==> src/rtl/axis_width_downsizer_if.sv <==
// Stream bundle for axis_width_downsizer: the wide s_axis side and the narrow m_axis side.
// The slave modport is the downsizer's view; the master modport is the upstream/downstream view.
interface axis_width_downsizer_if #(
    parameter int S_DATA_WIDTH = 64,
    parameter int M_DATA_WIDTH = 8
);
    logic                    s_axis_tvalid;
    logic                    s_axis_tready;
    logic [S_DATA_WIDTH-1:0] s_axis_tdata;
    logic                    s_axis_tlast;
    logic                    m_axis_tvalid;
    logic                    m_axis_tready;
    logic [M_DATA_WIDTH-1:0] m_axis_tdata;
    logic                    m_axis_tlast;

    modport slave (
        input  s_axis_tvalid, s_axis_tdata, s_axis_tlast, m_axis_tready,
        output s_axis_tready, m_axis_tvalid, m_axis_tdata, m_axis_tlast
    );

    modport master (
        output s_axis_tvalid, s_axis_tdata, s_axis_tlast, m_axis_tready,
        input  s_axis_tready, m_axis_tvalid, m_axis_tdata, m_axis_tlast
    );
endinterface

==> src/rtl/axis_width_downsizer.sv <==
// Splits each S_DATA_WIDTH word into RATIO M_DATA_WIDTH beats, one beat per cycle, tlast on the final lane.
// Define AXIS_DOWNSIZER_MSB_FIRST_EN to emit the most significant lane first (default: least significant first).
module axis_width_downsizer #(
    parameter int S_DATA_WIDTH = 64,
    parameter int M_DATA_WIDTH = 8
) (
    input logic                 aclk,
    input logic                 areset,
    axis_width_downsizer_if.slave bus
);
    localparam int RATIO  = S_DATA_WIDTH / M_DATA_WIDTH;
    localparam int LANE_W = (RATIO > 1) ? $clog2(RATIO) : 1;
    localparam logic [LANE_W-1:0] LANE_LAST = LANE_W'(RATIO - 1);

    if (((S_DATA_WIDTH % M_DATA_WIDTH) != 0) || (RATIO < 2)) begin : g_bad_ratio
        $error("axis_width_downsizer: S_DATA_WIDTH (%0d) must be an integer multiple >= 2 of M_DATA_WIDTH (%0d)",
               S_DATA_WIDTH, M_DATA_WIDTH);
    end

    typedef enum logic {
        ST_EMPTY,
        ST_DRAIN
    } state_t;

    state_t                  r_state;
    logic [S_DATA_WIDTH-1:0] r_hold_data;
    logic                    r_hold_last;
    logic [LANE_W-1:0]       r_lane_cnt;

    logic                    w_hold_valid;
    logic                    w_lane_is_last;
    logic                    w_s_ready;
    logic                    w_s_hs;
    logic                    w_m_hs;
    logic [M_DATA_WIDTH-1:0] w_lane_data;

    assign w_hold_valid   = (r_state == ST_DRAIN);
    assign w_lane_is_last = (r_lane_cnt == LANE_LAST);
    // Refill is allowed in the very cycle the last lane leaves, which keeps the output bubble-free.
    assign w_s_ready      = ~areset & (~w_hold_valid | (bus.m_axis_tready & w_lane_is_last));
    assign w_s_hs         = bus.s_axis_tvalid & w_s_ready;
    assign w_m_hs         = w_hold_valid & bus.m_axis_tready;

    always_comb begin
        w_lane_data = '0;
        for (int k = 0; k < RATIO; k++) begin
            if (r_lane_cnt == LANE_W'(k)) begin
`ifdef AXIS_DOWNSIZER_MSB_FIRST_EN
                w_lane_data = r_hold_data[S_DATA_WIDTH-1-k*M_DATA_WIDTH -: M_DATA_WIDTH];
`else
                w_lane_data = r_hold_data[k*M_DATA_WIDTH +: M_DATA_WIDTH];
`endif
            end
        end
    end

    assign bus.s_axis_tready = w_s_ready;
    assign bus.m_axis_tvalid = w_hold_valid;
    assign bus.m_axis_tdata  = w_lane_data;
    assign bus.m_axis_tlast  = r_hold_last & w_lane_is_last;

    always_ff @(posedge aclk) begin
        if (areset) begin
            r_state     <= ST_EMPTY;
            r_hold_data <= '0;
            r_hold_last <= 1'b0;
            r_lane_cnt  <= '0;
        end else begin
            case (r_state)
                ST_EMPTY: begin
                    if (w_s_hs) begin
                        r_hold_data <= bus.s_axis_tdata;
                        r_hold_last <= bus.s_axis_tlast;
                        r_lane_cnt  <= '0;
                        r_state     <= ST_DRAIN;
                    end
                end
                ST_DRAIN: begin
                    if (w_m_hs) begin
                        if (w_lane_is_last) begin
                            r_lane_cnt <= '0;
                            if (w_s_hs) begin
                                r_hold_data <= bus.s_axis_tdata;
                                r_hold_last <= bus.s_axis_tlast;
                            end else begin
                                r_state <= ST_EMPTY;
                            end
                        end else begin
                            r_lane_cnt <= r_lane_cnt + LANE_W'(1);
                        end
                    end
                end
            endcase
        end
    end
endmodule

==> src/flat_wrapper.sv <==
// flat-port wrapper written by rule: the top's interface ports become plain ports
module axis_width_downsizer_flat 
#(
    parameter int S_DATA_WIDTH = 64,
    parameter int M_DATA_WIDTH = 8
)
  (aclk, areset, bus_s_axis_tvalid, bus_s_axis_tdata, bus_s_axis_tlast, bus_m_axis_tready, bus_s_axis_tready, bus_m_axis_tvalid, bus_m_axis_tdata, bus_m_axis_tlast);
  axis_width_downsizer_if #(.S_DATA_WIDTH(S_DATA_WIDTH), .M_DATA_WIDTH(M_DATA_WIDTH)) bus_i ();
  input logic aclk;
  input logic areset;
  input wire logic [$bits(bus_i.s_axis_tvalid)-1:0] bus_s_axis_tvalid;
  input wire logic [$bits(bus_i.s_axis_tdata)-1:0] bus_s_axis_tdata;
  input wire logic [$bits(bus_i.s_axis_tlast)-1:0] bus_s_axis_tlast;
  input wire logic [$bits(bus_i.m_axis_tready)-1:0] bus_m_axis_tready;
  output wire logic [$bits(bus_i.s_axis_tready)-1:0] bus_s_axis_tready;
  output wire logic [$bits(bus_i.m_axis_tvalid)-1:0] bus_m_axis_tvalid;
  output wire logic [$bits(bus_i.m_axis_tdata)-1:0] bus_m_axis_tdata;
  output wire logic [$bits(bus_i.m_axis_tlast)-1:0] bus_m_axis_tlast;
  assign bus_i.s_axis_tvalid = bus_s_axis_tvalid;
  assign bus_i.s_axis_tdata = bus_s_axis_tdata;
  assign bus_i.s_axis_tlast = bus_s_axis_tlast;
  assign bus_i.m_axis_tready = bus_m_axis_tready;
  assign bus_s_axis_tready = bus_i.s_axis_tready;
  assign bus_m_axis_tvalid = bus_i.m_axis_tvalid;
  assign bus_m_axis_tdata = bus_i.m_axis_tdata;
  assign bus_m_axis_tlast = bus_i.m_axis_tlast;
  axis_width_downsizer #(.S_DATA_WIDTH(S_DATA_WIDTH), .M_DATA_WIDTH(M_DATA_WIDTH)) u_core (.aclk(aclk), .areset(areset), .bus(bus_i));
endmodule
==> config.mk <==
export PLATFORM = sky130hd
export DESIGN_NAME = axis_width_downsizer_flat
export DESIGN_NICKNAME = d
export VERILOG_FILES = /design/src/rtl/axis_width_downsizer_if.sv /design/src/rtl/axis_width_downsizer.sv /design/src/flat_wrapper.sv
export SDC_FILE = /design/constraint.sdc
export NUM_CORES = 1
export LEC_CHECK = 0
export BUFFER_PORTS_ARGS = -buffer_cell sky130_fd_sc_hd__buf_4
export CORE_ASPECT_RATIO = 0.5
export CORE_UTILIZATION = 50
export CTS_BUF_LIST = sky130_fd_sc_hd__clkbuf_4 sky130_fd_sc_hd__clkbuf_8
export DETAILED_ROUTE_END_ITERATION = 10
export PLACE_DENSITY = 0.87
export RECOVER_POWER = 50
export REMOVE_ABC_BUFFERS = 1
export SETUP_SLACK_MARGIN = 0.1
export SYNTH_ARGS = -nofsm -noshare
export SYNTH_HDL_FRONTEND = slang
export SYNTH_SLANG_ARGS = --single-unit
==> constraint.sdc <==
create_clock -name aclk -period 1.65 [get_ports aclk]
set_clock_uncertainty 0.2 [all_clocks]
set_input_delay 0 -clock aclk [delete_from_list [all_inputs] [get_ports aclk]]
set_output_delay 0 -clock aclk [all_outputs]
set_load 0.05 [all_outputs]
==> metrics.md, run 1 <==
| Metric | Value |
|---|---|
| Mapped Cells | 418 |
| Largest net degree at the start of global routing | 37 |
| Seq cells post-synth | 69 |
| Log Error | [ERROR DPL-0038] Utilization greater than 100%, impossible to legalize |
| Async S/R FF share, synth | 0% |
| Final HPWL DP | 5650 um |
| Worst End Pin Type | primary output |
| Clock sinks | 69 |
| Cell with the most instances after synthesis | nand2_1 |
| Post-Place Cells | 583 |
| Port bufs | 79 |
| I/O pin total | 80 |
| Clock buffer depth | 2 |
| Seq/Total Area, Yosys | 41.19% |
| Cell Area, Synth | 0.003353 mm^2 |
| Synthesized area per cell | 8.022 um^2 |
| Post-synth top area cell | dfxtp_1 |
| Die width | 117.8 um |
| Top cells by area, synth | dfxtp_1, nand2_1, nand2b_1, o21ai_0, a21oi_1 |
| CTS Root Buffer Type | clkbuf_8 |
| Top_reg_cell synth | dfxtp_1 |
| Yosys warnings | 0 |
| Synth top area share | 41.19% |
| Post-synth EDFFs | 0 |
| Die Y | 59.91 um |
| Row Count | 20 |
| Initial Utilization | 53.60% |
| CTS Buf Count | 9 |
| Halt Stage | 5_1_grt |
| CTS H-tree lvls | 3 |
| RePlAce Congestion | 0.8292 |
| Synth unique cells | 32 |
| Post-synth top cells | nand2_1, dfxtp_1, nand2b_1 |
| Worst setup endpoint GRT | bus_m_axis_tdata[4] |
| Outcome | stopped before the end |
[kinds of logic after synthesis]
| logic type | count (synthesis) | share of synthesized area (%) |
|---|---|---|
| and+or+nand+nor | 163 | 24.07 |
| AOI/OAI and AO/OA | 127 | 23.47 |
| DFF | 69 | 41.19 |
| buffers and inverters | 52 | 8.731 |
| adders and majority gates | 6 | 2.239 |
| muxes | 1 | 0.2985 |
[per-stage QoR]
stage               instance area, um^2  worst slack (ns)  utilization (%)
CTS                                5996           -0.6053            95.84
detailed placement                 4105           -0.4586            65.62
global placement                   4105           -0.4133            65.62
floorplan                          3132            -2.334                -
[repair_timing]
item	in CTS
cloned	14
buffers inserted	13
resized for setup	158
hold endpoints to repair	69
pin swaps	43
hold buffers	70
setup endpoints to repair	78
==> inputs of run 2 (changes only) <==
--- a/config.mk
+++ b/config.mk
@@ -6,14 +6,11 @@
 export NUM_CORES = 1
 export LEC_CHECK = 0
 export BUFFER_PORTS_ARGS = -buffer_cell sky130_fd_sc_hd__buf_4
-export CORE_ASPECT_RATIO = 0.5
-export CORE_UTILIZATION = 50
-export CTS_BUF_LIST = sky130_fd_sc_hd__clkbuf_4 sky130_fd_sc_hd__clkbuf_8
+export CORE_UTILIZATION = 35
 export DETAILED_ROUTE_END_ITERATION = 10
-export PLACE_DENSITY = 0.87
+export PLACE_DENSITY_LB_ADDON = 0.15
 export RECOVER_POWER = 50
 export REMOVE_ABC_BUFFERS = 1
-export SETUP_SLACK_MARGIN = 0.1
 export SYNTH_ARGS = -nofsm -noshare
 export SYNTH_HDL_FRONTEND = slang
 export SYNTH_SLANG_ARGS = --single-unit
==> constraint.sdc (replaced) <==
create_clock -name aclk -period 2.1 [get_ports aclk]
set_clock_uncertainty 0.2 [all_clocks]
set_input_delay 0 -clock aclk [delete_from_list [all_inputs] [get_ports aclk]]
set_output_delay 0 -clock aclk [all_outputs]
set_load 0.05 [all_outputs]
==> run 2 against run 1 <==
  * The flow now finishes, with violations (negative setup slack)
  * Synthesized cell count did not move
  * Synthesized area stayed put
==> metrics.md, run 2 <==
| Metric | Value |
|---|---|
| Die width | 99.88 um |
| Vias/cell | 4.697 |
| Row Count | 35 |
| Initial Utilization | 36.29% |
| Worst-path fanout max | 8 |
| Synth unique cells | 32 |
| Routed wire length | 9784 um |
| Max reg flops | 64 |
| Critical Path AT | 2.05 ns |
| Drt first pass iters | 4 |
| CTS Root Buffer Type | clkbuf_8 |
| Worst reg2reg startpoint | u_core.r_lane_cnt[0] |
| CTS clk-pin slew, worst paths | 0.08 ns |
| Worst slack, placed | -0.1066 ns |
| Setup TNS Final | -0.9340 ns |
| Worst Min Path Start | bus_s_axis_tdata[57] |
| TritonCTS clock tree | built |
| Pins Over Slew Limit | 0 |
| Synthesized area per cell | 8.022 um^2 |
| Initial antenna violation count | 0 |
| First-pass GRT wire length | 14,880 um |
| Total track usage | 18.77% |
| Most frequent cells in the layout | buf_4, nand2_1, dlygate4sd3_1 |
| CTS H-tree lvls | 3 |
| 1st-iter DRT viols | 84 |
| Port bufs | 79 |
| Leak pwr | 2.206 nW |
| CP required | 1.90 ns |
| Die Y | 99.88 um |
| Post-synth top cells | nand2_1, dfxtp_1, nand2b_1 |
| Detail Route Antenna Nets | 0 |
| Async S/R FF share, synth | 0% |
| Final HPWL DP | 5742 um |
| Share of cells above drive strength 1 | 30.27% |
| Violated checks | negative setup slack |
| Seq/Total Area, Yosys | 41.19% |
| Maximum VDD drop | 0.3817 mV |
| Top cells by area, synth | dfxtp_1, nand2_1, nand2b_1, o21ai_0, a21oi_1 |
| Top_reg_cell synth | dfxtp_1 |
| Final worst-path setup slack | -0.1511 ns |
| Full die area | 0.009976 mm^2 |
| Worst setup EP type | output port |
| Cell Area, Synth | 0.003353 mm^2 |
| I/O pin total | 80 |
| Largest net degree at the start of global routing | 72 |
| Hold Fails Final Rpt | 0 |
| Power Dens Cells | 621.9 mW/mm^2 |
| Largest Register | u_core.r_hold_data |
| Wire per inst | 13.65 um |
| Critical Path Start | u_core.r_lane_cnt[0] |
| Worst hold path class | primary input to register |
| CTS Buf Count | 9 |
| Startpoint types | register |
| Crit share post-route | 107.2% |
| Mapped Cells | 418 |
| Max_cap viols | 0 |
| Via count | 3,368 |
| Peak Freq | 0.4442 GHz |
| DRC | 0 |
| Placed Area | 0.004096 mm^2 |
| Slew @ Worst Pin | 0.6590 ns |
| Yosys warnings | 0 |
| Worst-skew pair later-pin latency | 0.34 ns |
| Vias in the first global route | 3,169 |
| Clock sinks | 69 |
| RePlAce Congestion | 0.7444 |
| Crit Path Class | register to output port |
| Area of the core | 0.009240 mm^2 |
| Slew margin rel. | 56.07% |
| Seq cells post-synth | 69 |
| RSZ-0062 raised after global routing | yes |
| Top Registers | u_core.r_hold_data: 64 flops, u_core.r_lane_cnt: 3 flops |
| Layout overhead on the synthesized area | 64.37% |
| Most common cell after layout, fill and taps aside | buf_4 |
| # setup viols final | 8 |
| Post-route cell area | 0.005512 mm^2 |
| Antenna cell count | 0 |
| Cell with the most instances after synthesis | nand2_1 |
| GRT overflow | 0 |
| Post-synth top area cell | dfxtp_1 |
| Post-synth EDFFs | 0 |
| Outcome | finished, violations left |
| Min cycle time layout | 2.251 ns |
| Clock buffer depth | 2 |
| Synth top area share | 41.19% |
| Final #Nets | 658 |
run 2: cell counts after synthesis:
No cell type changed its count.
run 2: logic make-up after synthesis:
group	count (synthesis)	synth area share, %
fa+ha+maj	6	2.239
mux	1	0.2985
compound gates	127	23.47
simple gates	163	24.07
flops	69	41.19
buf+inv	52	8.731
run 2: power by group:
group          switching (mW)  internal [mW]
logic                   0.295          0.356
clock network           0.515          0.819
registers              0.0470           1.40
run 2: per-stage QoR:
stage          power [mW]  hold WS (ns)  util, %  cells
6_report            3.428        0.1852    59.65    717
5_1_grt             3.573        0.1900    59.65    717
4_1_cts             3.382        0.1701    56.09    709
3_5_place_dp        1.928     -0.001383    44.33    616
3_3_place_gp        1.922     -0.005040    44.33    616
2_1_floorplan       1.706       -0.1276        -    385
run 2: final cells by class:
cell class	count	area (um^2)
fill	837	3729
clock inverter	6	110.1
multi-input combinational	297	1882
timing repair buffer	187	1757
clock buffer	10	137.6
sequential	69	1390
inverter	19	73.82
tap	129	161.4
run 2: worst max-delay path: stages (launching register included):
cell and delay [ns]:
dfxtp_4 0.37, ha_4 0.17, ha_4 0.15, or2_4 0.29
a221oi_2 0.21, o22ai_1 0.14, a21oi_1 0.16, buf_4 0.22
run 2: per-layer routing:
metal	routed length [um]	up-vias	track usage [%]
met5	0	-	0
met4	127	0	5.543
met3	275	11	3.900
met2	4717	62	31.35
met1	4662	1550	24.39
li1	-	1745	-
run 2: timing repair:
action,CTS,global route
buffers inserted,7,1
endpoints found under the setup margin,11,69
gates cloned,1,7
hold buffers,69,0
pin swaps,15,18
endpoints found under the hold margin,69,0
gates resized for setup,30,48
run 2: final timing paths:
kind	endpoint	slack (ns)	cells after the start
worst max-delay path	bus_m_axis_tdata[4]	-0.15	7
worst min-delay path	u_core.r_hold_data[57]	0.19	4
worst max register to register	u_core.r_hold_data[35]	0.05	9
worst min register to register	u_core.r_hold_data[31]	0.27	2
Note: power is estimated with default switching activity, not from simulation.
==> inputs of run 3 (changes only) <==
==> constraint.sdc (replaced) <==
create_clock -name aclk -period 1.84 [get_ports aclk]
set_clock_uncertainty 0.2 [all_clocks]
set_input_delay 0 -clock aclk [delete_from_list [all_inputs] [get_ports aclk]]
set_output_delay 0 -clock aclk [all_outputs]
set_load 0.05 [all_outputs]
==> run 3 against run 2 <==
  * The run still ends with negative setup slack left
  * Routed wire length grew 24%
  * Die area is the same
  * Clock-buffer cell count is the same
  * Design area grew 13%
  * Worst setup slack lost 0.35 ns
  * Critical path type unchanged
  * Critical endpoint is now bus_m_axis_tdata[2]
  * Largest cell class is now non-clock buffers
==> metrics.md, run 3 (synthesis results as in run 2) <==
| Metric | Value |
|---|---|
| Crit Path Class | register to output port |
| RePlAce Congestion | 0.7929 |
| GRT overflow | 0 |
| Wire per inst | 16.29 um |
| Detail Route Antenna Nets | 0 |
| RSZ-0062 raised after global routing | yes |
| Top Registers | u_core.r_hold_data: 64 flops, u_core.r_lane_cnt: 3 flops |
| Full die area | 0.009976 mm^2 |
| Startpoint types | register |
| Peak Freq | 0.4268 GHz |
| Slew @ Worst Pin | 0.7426 ns |
| TritonCTS clock tree | built |
| Tot Pwr | 3.898 mW |
| CP required | 1.64 ns |
| Hold WS | 0.04391 ns |
| Final core occ | 67.60% |
| Final HPWL DP | 5552 um |
| CTS clk-pin slew, worst paths | 0.08 ns |
| Reg2reg path depth | 10 |
| First-pass GRT wire length | 16,590 um |
| DRC | 0 |
| Critical Path AT | 2.14 ns |
| Most frequent cells in the layout | buf_4, dlygate4sd3_1, dfxtp_1 |
| CTS Root Buffer Type | clkbuf_8 |
| I/O pin total | 80 |
| Final worst-path setup slack | -0.5029 ns |
| Vias in the first global route | 3,435 |
| Reg-to-Reg End | u_core.r_hold_data[17] |
| Post-route cell area | 0.006246 mm^2 |
| Port bufs | 79 |
| Via count | 3,671 |
| Area of the core | 0.009240 mm^2 |
| Die width | 99.88 um |
| Worst-skew pair later-pin latency | 0.35 ns |
| # setup viols final | 74 |
| Maximum VDD drop | 0.4552 mV |
| 1st-iter DRT viols | 119 |
| Initial antenna violation count | 0 |
| Final #Nets | 685 |
| Row Count | 35 |
| Clock buffer depth | 2 |
| Placed Area | 0.004114 mm^2 |
| Initial Utilization | 36.29% |
| Outcome | finished, violations left |
| Leak pwr | 2.526 nW |
| Antenna cell count | 0 |
| Worst setup EP type | output port |
| Share of cells above drive strength 1 | 42.93% |
| Worst Min Path Start | areset |
| Drt first pass iters | 4 |
| Power Dens Cells | 624.1 mW/mm^2 |
| Setup TNS Final | -18.00 ns |
| Largest Register | u_core.r_hold_data |
| Max_cap viols | 0 |
| Worst-path fanout max | 8 |
| Most common cell after layout, fill and taps aside | buf_4 |
| Hold Fails Final Rpt | 0 |
| Largest net degree at the start of global routing | 71 |
| Worst reg2reg startpoint | u_core.r_lane_cnt[0] |
| Pins Over Slew Limit | 0 |
| Worst Hold Endpoint | u_core.r_hold_data[3] |
| FF-to-FF setup slack | -0.33 ns |
| CTS H-tree lvls | 3 |
| Clock sinks | 69 |
| Crit share post-route | 127.3% |
| Min cycle time layout | 2.343 ns |
| Layout overhead on the synthesized area | 86.27% |
| CTS Buf Count | 9 |
| Total track usage | 21.64% |
| Vias/cell | 4.934 |
| Routed wire length | 12,120 um |
| Worst hold path class | primary input to register |
| Slew margin rel. | 50.50% |
| Violated checks | negative setup slack |
| Hold depth | 6 |
| Max reg flops | 64 |
| Die Y | 99.88 um |
run 3: report_power, final:
group	internal, mW	switching, mW
sequential	1.59	0.0528
combinational	0.542	0.436
clock	0.658	0.618
total	2.79	1.11
run 3: layout make-up:
type / count / area, um^2
multi-input cells: 297 / 2122
repair buffers: 214 / 2300
flip-flops and latches: 69 / 1389
well taps: 129 / 161.4
clock buffers: 10 / 137.6
inverters: 19 / 73.82
fillers: 728 / 2994
clock inverters: 6 / 62.56
run 3: worst max-delay path by stage:
stage | start | slack, ns | to
floorplan | u_core.r_lane_cnt[2] | -2.14 | u_core.r_hold_data[0]
global placement | u_core.r_lane_cnt[0] | -0.37 | bus_m_axis_tdata[5]
detailed placement | u_core.r_lane_cnt[0] | -0.41 | u_core.r_hold_data[56]
CTS | u_core.r_lane_cnt[0] | -0.46 | bus_m_axis_tdata[2]
global route | u_core.r_lane_cnt[1] | -0.56 | bus_m_axis_tdata[1]
finish | u_core.r_lane_cnt[0] | -0.50 | bus_m_axis_tdata[2]
run 3: through the flow:
step	setup WS, ns	std cells
after floorplan	-2.144	385
after global placement	-0.3742	620
after detailed placement	-0.4069	620
after CTS	-0.4592	726
after global routing	-0.5624	744
final	-0.5029	744
run 3: what timing repair did:
action                     4_1_cts  5_1_grt
setup endpoints to repair       75       75
pin swaps                       18       14
resized for setup               88      106
hold buffers                    67        0
hold endpoints to repair        69        0
gates cloned                    11       12
setup buffers                   12       11
run 3: critical path: stages (launching register included):
cell and delay (ns):
dfxtp_4 0.38, ha_4 0.17, ha_4 0.15, or2_4 0.32, a221oi_2 0.24, o22ai_1 0.12
a21oi_1 0.18, buf_4 0.23
run 3: per-layer routing:
| metal | GRT usage (%) | up-vias | share of wire, % |
|---|---|---|---|
| li1 | - | 1810 | - |
| met5 | 0 | - | 0 |
| met2 | 38.04 | 113 | 52 |
| met4 | 7.127 | 0 | 2.6 |
| met1 | 26.16 | 1724 | 41 |
| met3 | 4.735 | 24 | 4.1 |
